### src/rtl/boot_loader_pkg.sv
// Shared definitions for the boot loader: FSM state encoding and default widths,
// reused by the chipset integration and the bench.
package boot_loader_pkg;

    localparam int DEF_ADDR_W = 16;
    localparam int DEF_DATA_W = 8;

    typedef enum logic [2:0] {
        ST_IDLE    = 3'd0,
        ST_READ    = 3'd1,
        ST_CAPTURE = 3'd2,
        ST_WRITE   = 3'd3,
        ST_DONE    = 3'd4,
        ST_ERROR   = 3'd5
    } state_t;

endpackage

### src/rtl/boot_loader_if.sv
// ROM read port and RAM write port of the boot loader, grouped as one bus.
interface boot_loader_if
    import boot_loader_pkg::*;
#(
    parameter int ADDR_W = DEF_ADDR_W,
    parameter int DATA_W = DEF_DATA_W
) ();

    // ROM: rom_data is valid exactly one cycle after rom_rd.
    // RAM: a write is accepted in any cycle where ram_wr and ram_ready are both 1;
    //      until then ram_wr, ram_addr and ram_wdata are held stable.
    logic              rom_rd;
    logic [ADDR_W-1:0] rom_addr;
    logic [DATA_W-1:0] rom_data;
    logic              ram_wr;
    logic [ADDR_W-1:0] ram_addr;
    logic [DATA_W-1:0] ram_wdata;
    logic              ram_ready;

    modport master (
        output rom_rd, rom_addr, ram_wr, ram_addr, ram_wdata,
        input  rom_data, ram_ready
    );

    modport slave (
        input  rom_rd, rom_addr, ram_wr, ram_addr, ram_wdata,
        output rom_data, ram_ready
    );

endinterface

### src/rtl/boot_checksum.sv
// Modulo-2^DATA_W running sum of the copied payload words; cleared when a copy starts.
module boot_checksum #(
    parameter int DATA_W = 8
) (
    input  logic              clk,
    input  logic              rst_n,
    input  logic              i_clr,
    input  logic              i_acc,
    input  logic [DATA_W-1:0] i_data,
    output logic [DATA_W-1:0] o_sum
);

    logic [DATA_W-1:0] r_sum;

    always_ff @(posedge clk or negedge rst_n) begin
        if (!rst_n) begin
            r_sum <= '0;
        end else if (i_clr) begin
            r_sum <= '0;
        end else if (i_acc) begin
            r_sum <= r_sum + i_data;
        end
    end

    assign o_sum = r_sum;

endmodule

### src/rtl/boot_loader.sv
// Copies COPY_WORDS words from boot ROM to RAM, then flags that the CPU may execute
// from RAM. Optional checksum of the image when BOOT_LOADER_CHECKSUM_EN is defined.
module boot_loader
    import boot_loader_pkg::*;
#(
    parameter int                ADDR_W     = DEF_ADDR_W,
    parameter int                DATA_W     = DEF_DATA_W,
    parameter int                COPY_WORDS = 256,
    parameter logic [ADDR_W-1:0] ROM_BASE   = '0,
    parameter logic [ADDR_W-1:0] RAM_BASE   = '0
) (
    input  logic          clk,
    input  logic          rst_n,
    input  logic          start,
    boot_loader_if.master bus,
    output logic          busy,
    output logic          flag_execute_from_ram,
    output logic          error,
    output state_t        dbg_state
);

    localparam logic [ADDR_W-1:0] LAST_IDX = ADDR_W'(COPY_WORDS - 1);

    state_t            r_state;
    state_t            w_next;
    logic [ADDR_W-1:0] r_index;
    logic [DATA_W-1:0] r_data;
    logic              r_flag;
    logic              w_load;
    logic              w_accept;
    logic              w_last;
    logic              w_sum_ok;

    assign w_load   = (r_state == ST_IDLE) && start;
    assign w_accept = (r_state == ST_WRITE) && bus.ram_ready;
    assign w_last   = (r_index == LAST_IDX);

    always_comb begin
        w_next = r_state;
        case (r_state)
            ST_IDLE:    if (start) w_next = ST_READ;
            ST_READ:    w_next = ST_CAPTURE;
            ST_CAPTURE: w_next = ST_WRITE;
            ST_WRITE: begin
                if (w_accept) begin
                    if (!w_last)       w_next = ST_READ;
                    else if (w_sum_ok) w_next = ST_DONE;
                    else               w_next = ST_ERROR;
                end
            end
            ST_DONE:    w_next = ST_DONE;
            ST_ERROR:   w_next = ST_ERROR;
            default:    w_next = ST_IDLE;
        endcase
    end

    always_ff @(posedge clk or negedge rst_n) begin
        if (!rst_n) begin
            r_state <= ST_IDLE;
            r_index <= '0;
            r_data  <= '0;
            r_flag  <= 1'b0;
        end else begin
            r_state <= w_next;
            if (w_load) begin
                r_index <= '0;
            end else if (w_accept && !w_last) begin
                r_index <= r_index + 1'b1;
            end
            if (r_state == ST_CAPTURE) begin
                r_data <= bus.rom_data;
            end
            // Terminal flags are registered off the state, giving one settle cycle after the last write.
            r_flag <= (r_state == ST_DONE);
        end
    end

`ifdef BOOT_LOADER_CHECKSUM_EN
    logic [DATA_W-1:0] w_sum;
    logic              r_error;

    // The final word is the checksum of all preceding words, so it is not accumulated.
    boot_checksum #(
        .DATA_W (DATA_W)
    ) u_checksum (
        .clk    (clk),
        .rst_n  (rst_n),
        .i_clr  (w_load),
        .i_acc  (w_accept && !w_last),
        .i_data (r_data),
        .o_sum  (w_sum)
    );

    assign w_sum_ok = (w_sum == r_data);

    always_ff @(posedge clk or negedge rst_n) begin
        if (!rst_n) begin
            r_error <= 1'b0;
        end else begin
            r_error <= (r_state == ST_ERROR);
        end
    end

    assign error = r_error;
`else
    assign w_sum_ok = 1'b1;
    assign error    = 1'b0;
`endif

    // Address and data lines read as zero outside their strobe cycles.
    assign bus.rom_rd    = (r_state == ST_READ);
    assign bus.rom_addr  = bus.rom_rd ? (ROM_BASE + r_index) : '0;
    assign bus.ram_wr    = (r_state == ST_WRITE);
    assign bus.ram_addr  = bus.ram_wr ? (RAM_BASE + r_index) : '0;
    assign bus.ram_wdata = bus.ram_wr ? r_data : '0;

    assign busy                  = (r_state == ST_READ) || (r_state == ST_CAPTURE) ||
                                   (r_state == ST_WRITE);
    assign flag_execute_from_ram = r_flag;
    assign dbg_state             = r_state;

endmodule

### src/flat_wrapper.sv
// flat-port wrapper written by rule: the top's interface ports become plain ports
module boot_loader_flat import boot_loader_pkg::*;
#(
    parameter int                ADDR_W     = DEF_ADDR_W,
    parameter int                DATA_W     = DEF_DATA_W,
    parameter int                COPY_WORDS = 256,
    parameter logic [ADDR_W-1:0] ROM_BASE   = '0,
    parameter logic [ADDR_W-1:0] RAM_BASE   = '0
)
  (clk, rst_n, start, busy, flag_execute_from_ram, error, dbg_state, bus_rom_rd, bus_rom_addr, bus_ram_wr, bus_ram_addr, bus_ram_wdata, bus_rom_data, bus_ram_ready);
  boot_loader_if #(.ADDR_W(ADDR_W), .DATA_W(DATA_W)) bus_i ();
  input  logic clk;
  input  logic rst_n;
  input  logic start;
  output logic busy;
  output logic flag_execute_from_ram;
  output logic error;
  output state_t dbg_state;
  output wire logic [$bits(bus_i.rom_rd)-1:0] bus_rom_rd;
  output wire logic [$bits(bus_i.rom_addr)-1:0] bus_rom_addr;
  output wire logic [$bits(bus_i.ram_wr)-1:0] bus_ram_wr;
  output wire logic [$bits(bus_i.ram_addr)-1:0] bus_ram_addr;
  output wire logic [$bits(bus_i.ram_wdata)-1:0] bus_ram_wdata;
  input wire logic [$bits(bus_i.rom_data)-1:0] bus_rom_data;
  input wire logic [$bits(bus_i.ram_ready)-1:0] bus_ram_ready;
  assign bus_rom_rd = bus_i.rom_rd;
  assign bus_rom_addr = bus_i.rom_addr;
  assign bus_ram_wr = bus_i.ram_wr;
  assign bus_ram_addr = bus_i.ram_addr;
  assign bus_ram_wdata = bus_i.ram_wdata;
  assign bus_i.rom_data = bus_rom_data;
  assign bus_i.ram_ready = bus_ram_ready;
  boot_loader #(.ADDR_W(ADDR_W), .DATA_W(DATA_W), .COPY_WORDS(COPY_WORDS), .ROM_BASE(ROM_BASE), .RAM_BASE(RAM_BASE)) u_core (.clk(clk), .rst_n(rst_n), .start(start), .bus(bus_i), .busy(busy), .flag_execute_from_ram(flag_execute_from_ram), .error(error), .dbg_state(dbg_state));
endmodule
### config.mk
export PLATFORM = sky130hd
export DESIGN_NAME = boot_loader_flat
export DESIGN_NICKNAME = d
export VERILOG_FILES = /design/src/rtl/boot_loader_pkg.sv /design/src/rtl/boot_loader_if.sv /design/src/rtl/boot_checksum.sv /design/src/rtl/boot_loader.sv /design/src/flat_wrapper.sv
export SDC_FILE = /design/constraint.sdc
export NUM_CORES = 1
export LEC_CHECK = 0
export ABC_CLOCK_PERIOD_IN_PS = 1750
export BUFFER_PORTS_ARGS = -buffer_cell sky130_fd_sc_hd__buf_2
export CORE_AREA = 10 10 73 75
export DETAILED_ROUTE_END_ITERATION = 10
export DIE_AREA = 0 0 83 85
export HOLD_SLACK_MARGIN = 0.05
export MAX_ROUTING_LAYER = met4
export PLACE_DENSITY_LB_ADDON = 0.25
export SKIP_LAST_GASP = 1
export SLEW_MARGIN = 20
export SYNTH_ARGS = -nofsm -noshare
export SYNTH_HDL_FRONTEND = slang
export SYNTH_SLANG_ARGS = --single-unit
export TNS_END_PERCENT = 10
### constraint.sdc
create_clock -name clk -period 1.75 [get_ports clk]
set_input_delay 0.0875 -clock clk [delete_from_list [all_inputs] [get_ports clk]]
set_output_delay 0.0875 -clock clk [all_outputs]
set_load 0.02 [all_outputs]
Word-level counts from Yosys, hierarchy flattened --
Index checks and enable logic that the tools add are counted.
Storage, ports and cells: register bits after elaboration 28, output and inout port bits 48
Operators by class: add/sub/neg operators 1, equal/unequal tests 8, reduce and logical (&&, ||, !) cells 9, mux-type cells 9
Operator list (number):
- $mux 16 | 4
- $pmux 3 s6 | 1
- $add 16x1->16 const B | 1
- $eq 16x8->1 const B | 1
- $mux 3 | 3
- $mux 8 | 1
- $eq 3x2->1 const B | 2
- $eq 3x3->1 const B | 2
- $ne 2x2->1 const B | 2
- $eq 3x1->1 const B | 1
- $logic_and 1x1->1 | 3
- $logic_not 3->1 | 1
- $logic_or 1x1->1 | 2
- $reduce_and 2->1 | 1
- $reduce_bool 2->1 | 1
- $logic_not 1->1 | 1

Logic depth before layout (Yosys ltp) --
Gate-level depths: netlist (run 1).
depth after elaboration 5, mapped depth 6

Worst setup path before layout (run 1) --
Ideal clock, no wire load.
kind register to register, start point register u_core.r_state[2] (netlist: u_core.dbg_state[2]), end point register u_core.r_index[15], setup time 0.078 ns, path buffers 0, setup slack -0.102 ns, period minus slack after synthesis 1.852 ns, data required time 1.672 ns, data arrival time 1.775 ns, cell stages (with the launch flop) 5, cells stage by stage dfrtp_1 nand4b_2 or4_4 or3_1 a21oi_1
Between the ends: longest elaborated chain between the ends 4, elaborated cells between the ends (all ways) 7
RTL lines:
- from (decl) | RTL line boot_loader.sv:24 | state_t r_state;
- from (signal assigned) | RTL line boot_loader.sv:64 | r_state <= w_next;
- $eq 3x2->1 | RTL line boot_loader.sv:35 | assign w_accept = (r_state == ST_WRITE) && bus.ram_ready;
- $logic_and 1x1->1 | RTL line boot_loader.sv:35
- $logic_and 1x1->1 | RTL line boot_loader.sv:67 | end else if (w_accept && !w_last) begin
- $reduce_bool 2->1 (no source line)
- to (signal assigned) | RTL line boot_loader.sv:68 | r_index <= r_index + 1'b1;
- to (decl) | RTL line boot_loader.sv:26 | logic [ADDR_W-1:0] r_index;
Parallel ways exist; a longest one is shown, timed or not. A chain may end at the register's enable or synchronous reset.

Worst setup path after layout (run 1) --
start point register u_core.r_index[12], end point register u_core.r_state[0] (netlist: u_core.dbg_state[0])
Between the ends: longest elaborated chain between the ends 4
RTL lines:
- $eq 16x8->1 | RTL line boot_loader.sv:36 | assign w_last = (r_index == LAST_IDX);
- $mux 3 | RTL line boot_loader.sv:46 | if (!w_last) w_next = ST_READ;
- $mux 3 | RTL line boot_loader.sv:45 | if (w_accept) begin
- $pmux 3 s6 | RTL line boot_loader.sv:40 | case (r_state)
Every way passes these cells. The select of a mux whose other input is x is not followed.

==> impl_metrics.py, run 1 <==
metrics = {
    "clocking": {
        "number_of_clock_sinks": 28,
        "cts.path.max_buffers": 2,
        "cts-buffers-inserted": 3,
        "root_buffer": "sky130_fd_sc_hd__clkbuf_8",
        "clock_insertion_delay_worst_skew_ns": 0.28,
        "cts_tree": "built",
        "clkTransAtPathRegs_ns": 0.10,
        "cts-htree-levels": 1,
    },
    "power": {
        "fin_total_pwr_w": 0.00290,
        "internal-power_w": 0.00169,
        "clockPowerShare_pct": 12.7,
        "swShare_pct": 41.9,
        "total_leakage_power_nw": 1.23,
        "power.combinational.fraction_pct": 55.4,
        "share_of_total_power_in_sequential_cells_pct": 31.9,
        "power.switching_w": 0.00122,
        "max-vdd-ir-drop_mv": 0.804,
        "cellPowerDensity_nw_per_um2": 1200,
    },
    "timing": {
        "fin_skew_ns": 0.00920,
        "timing.slew.headroom_pct": 57.3,
        "grt_setup_unrepaired": "yes",
        "final-setup-viol-count": 9,
        "hold_ws_ns": 0.177,
        "max_freq_mhz": 546,
        "max_slew.worst_pin.slew_ns": 0.640,
        "slew_violations": 0,
        "fin_crit_sh_pct": 105,
        "worst_slack_ns": -0.0812,
        "min_period_ns": 1.83,
        "hold_viol": 0,
    },
    "global_route": {
        "track_usage_pct": 13.5,
        "antenna_found_initial": 0,
        "globalRoute.totalOverflow": 0,
        "grt_pass1_wl_mm": 8.02,
        "grt_pass1_vias": 1775,
        "largest_net_degree_at_the_start_of_global_routing": 29,
    },
    "cells_and_area": {
        "layout_common_cells": "55 x sky130_fd_sc_hd__buf_2, 38 x sky130_fd_sc_hd__and2_1, 34 x sky130_fd_sc_hd__buf_4",
        "final_non_filler_cells": 325,
        "antenna_cells_inserted": 0,
        "layout-drive-gt1-share_pct": 42.9,
        "final_common_cell": "sky130_fd_sc_hd__buf_2",
        "area_delta_synth_final_pct": 43.3,
        "design.final.nets": 289,
    },
    "yosys": {
        "synth_area_per_cell_um2": 9.29,
        "synth.yosys.seq_area_share_pct": 41.4,
        "synthesis.nets": 195,
        "synthCells": 182,
        "synthesis.area_um2": 1690,
        "syn_warnings": 0,
        "synth.top_cell.area_share_pct": 41.4,
        "netlist-cell-type-count": 39,
        "synth_area_leader_cell": "sky130_fd_sc_hd__dfrtp_1",
        "ff_latch_count_synth": 28,
        "ranking_of_synthesized_cells_by_area": "sky130_fd_sc_hd__dfrtp_1 41%, sky130_fd_sc_hd__and2_1 14%, sky130_fd_sc_hd__mux2_2 5.3%, sky130_fd_sc_hd__mux2i_1 4.7%, sky130_fd_sc_hd__nand2_1 3.8%",
    },
    "detailed_routing": {
        "vias": 1650,
        "detailedRoute.firstPassIterationCount": 4,
        "antenna_left": 0,
        "vias_per_cell": 5.08,
        "first_iter_violations": 56,
        "detail_route.drc_violations": 0,
        "detail_route.wirelength_mm": 4.71,
        "route.detailed.wl_per_inst_um": 14.5,
    },
    "floorplan": {
        "die_h_um": 85,
        "die_w_um": 83,
        "initial_utilization_pct": 43.2,
        "design.core.area_um2": 3910,
        "ios": 60,
        "dieArea_um2": 7060,
        "core.rowCount": 23,
    },
    "outcome": {
        "status": "finished with violations",
        "failed_checks": "negative setup slack",
    },
    "placed_design": {
        "place_ws_ns": -0.0590,
        "place_inst": 311,
        "dpl.hpwl_mm": 3.71,
        "place.port_buffers": 58,
        "gp_routability_congestion": 0.814,
    },
    "setup_path": {
        "worst-path-max-fanout": 4,
        "cp_data_required_time_ns": 1.92,
        "data_arrival_time_at_the_worst_slack_endpoint_ns": 2.00,
        "worst-setup-path-type": "flop to flop",
        "timing.critical_path.from_type": "flop",
        "rr_worst_depth": 4,
        "timing.critical_path.to_type": "flop",
    },
    "run": {
        "drv_cap": 0,
    },
    "min_path": {
        "hold_path.class": "input port to flop",
        "min_path_cells": 3,
    },
}
==> path summary, 6_finish.rpt <==
path	from	to	slack, ns
min in group asynchronous	rst_n	u_core.r_data[2]$_DFFE_PN0P_	0.36
setup / recovery	u_core.r_index[12]$_DFFE_PN0P_	u_core.dbg_state[0]$_DFFE_PN0P_	-0.08
hold / removal	bus_ram_ready	u_core.dbg_state[1]$_DFFE_PN0P_	0.18
setup reg to reg	u_core.r_index[12]$_DFFE_PN0P_	u_core.dbg_state[0]$_DFFE_PN0P_	-0.08
max in group asynchronous	rst_n	u_core.dbg_state[2]$_DFFE_PN0P_	0.94
hold reg to reg	u_core.r_data[6]$_DFFE_PN0P_	u_core.r_data[6]$_DFFE_PN0P_	0.51
==> cells in the mapped netlist (all sizes together) <==
library cell / number
nand3: 8
nor4b: 1
or2: 1
inv: 3
mux2i: 8
xnor2: 1
and2: 40
nor4: 2
nand4: 2
mux2: 8
or4b: 1
and4b: 1
buf: 4
o31ai: 1
a21oi: 5
or3: 5
nor3: 6
nor2: 8
nand4b: 1
ha: 1
and3: 5
or4: 5
and4: 1
conb: 1
clkbuf: 7
a31oi: 1
a41o: 1
o211ai: 2
dfrtp: 28
nor3b: 2
o21ai: 5
nand2: 17
==> through the flow <==
stage	utilization (%)	instance area [µm²]	setup TNS, ns
global placement	57.1	2230	-0.0474
detailed placement	57.1	2230	-0.189
finish	62.0	2420	-0.282
global route	62.0	2420	-2.55
floorplan	-	1710	-0.552
CTS	61.1	2390	-0.526
==> timing repair <==
action / CTS / global route
pin swaps: 2 / 4
hold buffers: 9 / 0
hold endpoints to repair: 36 / 0
endpoints found under the setup margin: 30 / 58
cloned: 0 / 0
buffers inserted: 1 / 0
resized for setup: 3 / 9
==> critical path, stage by stage, from the launching register on <==
cell	delay, ns
sky130_fd_sc_hd__dfrtp_1	0.40
sky130_fd_sc_hd__or4_4	0.55
sky130_fd_sc_hd__nor4_4	0.34
sky130_fd_sc_hd__a21oi_1	0.10
sky130_fd_sc_hd__or3_1	0.32
==> kinds of logic (layout without fill, tap and decap cells) <==
logic type / Yosys count / in the layout / synth area share, %
simple gates: 106 / 106 / 37.8
mux: 16 / 16 / 10.1
xor+xnor: 1 / 1 / 0.518
flops: 28 / 28 / 41.4
compound gates: 15 / 15 / 5.25
fa+ha+maj: 1 / 1 / 0.740
other cells: 1 / 1 / 0.222
buf+inv: 14 / 107 / 3.99
==> flip-flops by register name, summed over array words and instances, names as in the netlist <==
register / flops
u_core.r_data: 8
u_core.flag_execute_from_ram: 1
u_core.dbg_state: 3
u_core.r_index: 16
==> power groups by stage <==
stage                     clock network [W]  registers (W)  logic [W]
final                              0.000370       0.000925    0.00161
after CTS                          0.000383       0.000925    0.00160
after detailed placement                  0       0.000929    0.00157
after floorplan                           0       0.000950   0.000905
after global routing               0.000410       0.000953    0.00176
after global placement                    0       0.000922    0.00154
==> final cells by class <==
class | count | area [µm²]
inverters | 3 | 11.3
clock buffers | 4 | 45.0
well taps | 50 | 62.6
repair buffers | 100 | 643
multi-input cells | 140 | 961
flip-flops and latches | 28 | 702
fillers | 343 | 1490
==> layer usage <==
| metal | up-vias | share of wire, % | wire length [µm] | global-route usage (%) |
|---|---|---|---|---|
| met4 | 0 | 1.5 | 69 | 4.80 |
| met1 | 768 | 41 | 1920 | 14.3 |
| met3 | 7 | 6.8 | 319 | 3.44 |
| met5 | - | 0 | 0 | - |
| li1 | 814 | - | - | - |
| met2 | 61 | 51 | 2400 | 23.8 |
Note: power is estimated with default switching activity, not from simulation.
==> inputs of run 2 (changes only) <==
--- a/config.mk
+++ b/config.mk
@@ -5,11 +5,12 @@
 export SDC_FILE = /design/constraint.sdc
 export NUM_CORES = 1
 export LEC_CHECK = 0
+export ABC_AREA = 1
 export ABC_CLOCK_PERIOD_IN_PS = 1750
 export BUFFER_PORTS_ARGS = -buffer_cell sky130_fd_sc_hd__buf_2
-export CORE_AREA = 10 10 73 75
+export CORE_AREA = 10 10 75 77
 export DETAILED_ROUTE_END_ITERATION = 10
-export DIE_AREA = 0 0 83 85
+export DIE_AREA = 0 0 85 87
 export HOLD_SLACK_MARGIN = 0.05
 export MAX_ROUTING_LAYER = met4
 export PLACE_DENSITY_LB_ADDON = 0.25
==> run 2 against run 1 <==
Net effect: the flow now finishes without violations; clock power is 40% higher; synthesized cell count is 46% higher; die area is 4.8% higher; utilization is 6.4 points lower; critical endpoint is now u_core.r_index[11]$_DFFE_PN0P_; highest routed layer unchanged.
==> impl_metrics.py, run 2 <==
metrics = {
    "outcome": {
        "status": "finished, final reports clean",
    },
    "yosys": {
        "ys_dominant_reg_cell": "sky130_fd_sc_hd__dfrtp_1",
        "synthesis.nets": 278,
        "synthCells": 265,
        "synth.top_cell.area_share_pct": 38.9,
        "synthesis.area_um2": 1800,
        "synth_enable_flop_cells": 0,
        "synthArstFlopShare_pct": 100,
        "ranking_of_synthesized_cells_by_area": "sky130_fd_sc_hd__dfrtp_1 39%, sky130_fd_sc_hd__nor2_1 15%, sky130_fd_sc_hd__nand2_1 13%, sky130_fd_sc_hd__inv_1 5.6%, sky130_fd_sc_hd__nand3_1 5.0%",
        "ff_latch_count_synth": 28,
        "synth_area_leader_cell": "sky130_fd_sc_hd__dfrtp_1",
        "syn_warnings": 0,
        "synth_common_cells": "72 x sky130_fd_sc_hd__nor2_1, 61 x sky130_fd_sc_hd__nand2_1, 28 x sky130_fd_sc_hd__dfrtp_1",
        "synth.yosys.seq_area_share_pct": 38.9,
        "yosysMostFrequentCell": "sky130_fd_sc_hd__nor2_1",
        "synth_area_per_cell_um2": 6.79,
        "netlist-cell-type-count": 30,
    },
    "clocking": {
        "cts-buffers-inserted": 3,
        "number_of_clock_sinks": 28,
        "cts.path.max_buffers": 2,
        "root_buffer": "sky130_fd_sc_hd__clkbuf_8",
        "clkTransAtPathRegs_ns": 0.10,
        "cts_tree": "built",
        "cts-htree-levels": 1,
        "clock_insertion_delay_worst_skew_ns": 0.28,
    },
    "cells_and_area": {
        "layout-drive-gt1-share_pct": 28.7,
        "multi_input_logic_area_um2": 935,
        "final_common_cell": "sky130_fd_sc_hd__nor2_1",
        "design.final.nets": 352,
        "register_area_um2": 703,
        "fillerInstances": 413,
        "layout_common_cells": "71 x sky130_fd_sc_hd__nor2_1, 61 x sky130_fd_sc_hd__nand2_1, 57 x sky130_fd_sc_hd__buf_2",
        "area_delta_synth_final_pct": 30.6,
        "regMostFlops": "u_core.r_index",
        "largest_register_ff_count": 16,
        "antenna_cells_inserted": 0,
    },
    "placed_design": {
        "place.port_buffers": 58,
        "dpl.hpwl_mm": 3.74,
        "place_ws_ns": 0.0932,
        "gp_routability_congestion": 0.903,
    },
    "detailed_routing": {
        "route.detailed.wl_per_inst_um": 13.3,
        "detail_route.drc_violations": 0,
        "vias": 1908,
        "first_iter_violations": 141,
        "vias_per_cell": 4.89,
        "detailedRoute.firstPassIterationCount": 4,
        "detail_route.wirelength_mm": 5.20,
        "antenna_left": 0,
    },
    "power": {
        "swShare_pct": 44.8,
        "internal-power_w": 0.00155,
        "share_of_total_power_in_sequential_cells_pct": 31.7,
        "cellPowerDensity_nw_per_um2": 1200,
        "max-vdd-ir-drop_mv": 1.05,
        "power.combinational.fraction_pct": 49.9,
        "total_leakage_power_nw": 1.27,
        "clockPowerShare_pct": 18.4,
        "power.switching_w": 0.00126,
    },
    "floorplan": {
        "ios": 60,
        "die_w_um": 85,
        "core.rowCount": 24,
        "die_h_um": 87,
        "design.core.area_um2": 4230,
        "initial_utilization_pct": 42.5,
        "dieArea_um2": 7400,
    },
    "setup_path": {
        "worst-path-max-fanout": 16,
        "data_arrival_time_at_the_worst_slack_endpoint_ns": 1.88,
        "timing.critical_path.to_type": "flop",
        "timing.critical_path.from_type": "flop",
        "worst-setup-path-type": "flop to flop",
        "cp_data_required_time_ns": 1.97,
    },
    "timing": {
        "hold_viol": 0,
        "timing.slew.headroom_pct": 57.4,
        "grt_setup_unrepaired": "yes",
        "hold_ws_ns": 0.0498,
        "max_freq_mhz": 603,
        "final-setup-viol-count": 0,
        "slew_violations": 0,
        "max_slew.worst_pin.slew_ns": 0.639,
        "worst_slack_ns": 0.0903,
        "fin_skew_ns": 0.00109,
        "min_period_ns": 1.66,
        "fin_crit_sh_pct": 94.8,
    },
    "run": {
        "drv_cap": 0,
    },
    "global_route": {
        "grt_pass1_wl_mm": 8.71,
        "globalRoute.totalOverflow": 0,
        "largest_net_degree_at_the_start_of_global_routing": 29,
        "track_usage_pct": 14.1,
        "antenna_found_initial": 0,
        "grt_pass1_vias": 1884,
    },
    "min_path": {
        "hold_path.class": "input port to flop",
    },
}
-- run 2: repair_timing --
action,4_1_cts,5_1_grt
resized for setup,0,4
setup endpoints to repair,0,32
buffers inserted,0,5
hold endpoints to repair,30,0
hold buffers,3,0
-- run 2: cell families (layout without fill, tap and decap cells) --
| logic type | after synthesis | count (layout) | share of synthesized area, % |
|---|---|---|---|
| buffers and inverters | 41 | 113 | 10.1 |
| AOI/OAI and AO/OA | 17 | 17 | 5.70 |
| xor gates and xnor gates | 6 | 6 | 2.92 |
| DFF | 28 | 28 | 38.9 |
| other | 1 | 1 | 0.208 |
| adders and majority gates | 1 | 1 | 0.695 |
| and+or+nand+nor | 171 | 172 | 41.5 |
-- run 2: per-layer routing --
| layer | wire, µm | track usage [%] | up-vias | share of wire [%] |
|---|---|---|---|---|
| met4 | 89 | 3.59 | 0 | 1.7 |
| met5 | 0 | - | - | 0 |
| met2 | 2400 | 21.9 | 65 | 46 |
| met3 | 336 | 3.84 | 9 | 6.5 |
| met1 | 2380 | 17.7 | 864 | 46 |
| li1 | - | - | 970 | - |
-- run 2: critical path: stages (launching register included) --
cell and delay [ns]:
sky130_fd_sc_hd__dfrtp_1 0.41, sky130_fd_sc_hd__ha_2 0.22, sky130_fd_sc_hd__nand3_2 0.11, sky130_fd_sc_hd__inv_2 0.09
sky130_fd_sc_hd__nand2_2 0.07, sky130_fd_sc_hd__clkinv_2 0.09, sky130_fd_sc_hd__a21oi_4 0.06, sky130_fd_sc_hd__buf_12 0.16
sky130_fd_sc_hd__nor2_4 0.21, sky130_fd_sc_hd__nand2_1 0.08, sky130_fd_sc_hd__nand2_1 0.08
-- run 2: cell type report --
cell class	count	share of cell area (%)
Clock inverter	1	1.28
Inverter	32	5.21
Sequential cell	28	29.9
Multi-Input combinational cell	197	39.7
Clock buffer	3	1.76
Timing Repair Buffer	77	19.4
Tap cell	52	2.77
-- run 2: worst paths after layout --
check / slack [ns] / endpoint / startpoint / depth (start not counted)
setup / recovery: 0.09 / u_core.r_index[11]$_DFFE_PN0P_ / u_core.r_index[0]$_DFFE_PN0P_ / 10
max in group asynchronous: 0.94 / u_core.dbg_state[0]$_DFFE_PN0P_ / rst_n / 2
hold / removal: 0.05 / u_core.r_data[7]$_DFFE_PN0P_ / bus_rom_data[7] / 3
setup reg to reg: 0.09 / u_core.r_index[11]$_DFFE_PN0P_ / u_core.r_index[0]$_DFFE_PN0P_ / 10
min in group asynchronous: 0.36 / u_core.r_index[13]$_DFFE_PN0P_ / rst_n / 2
hold reg to reg: 0.52 / u_core.r_data[0]$_DFFE_PN0P_ / u_core.r_data[0]$_DFFE_PN0P_ / 2
-- run 2: power groups by stage --
stage	clock network (W)	logic, W	registers, W
2_1_floorplan	0	0.000949	0.000893
3_3_place_gp	0	0.00134	0.000901
3_5_place_dp	0	0.00136	0.000908
4_1_cts	0.000531	0.00137	0.000897
5_1_grt	0.000558	0.00156	0.000912
6_report	0.000518	0.00141	0.000895
-- run 2: per-stage QoR --
step,power [W],setup TNS [ns],instance area [µm²],std cells,utilization (%)
2_1_floorplan,0.00184,-0.320,1800,265,-
3_3_place_gp,0.00224,0,2190,377,51.8
3_5_place_dp,0.00227,0,2190,377,51.8
4_1_cts,0.00280,0,2300,384,54.2
5_1_grt,0.00303,-0.0982,2350,390,55.6
6_report,0.00282,0,2350,390,55.6
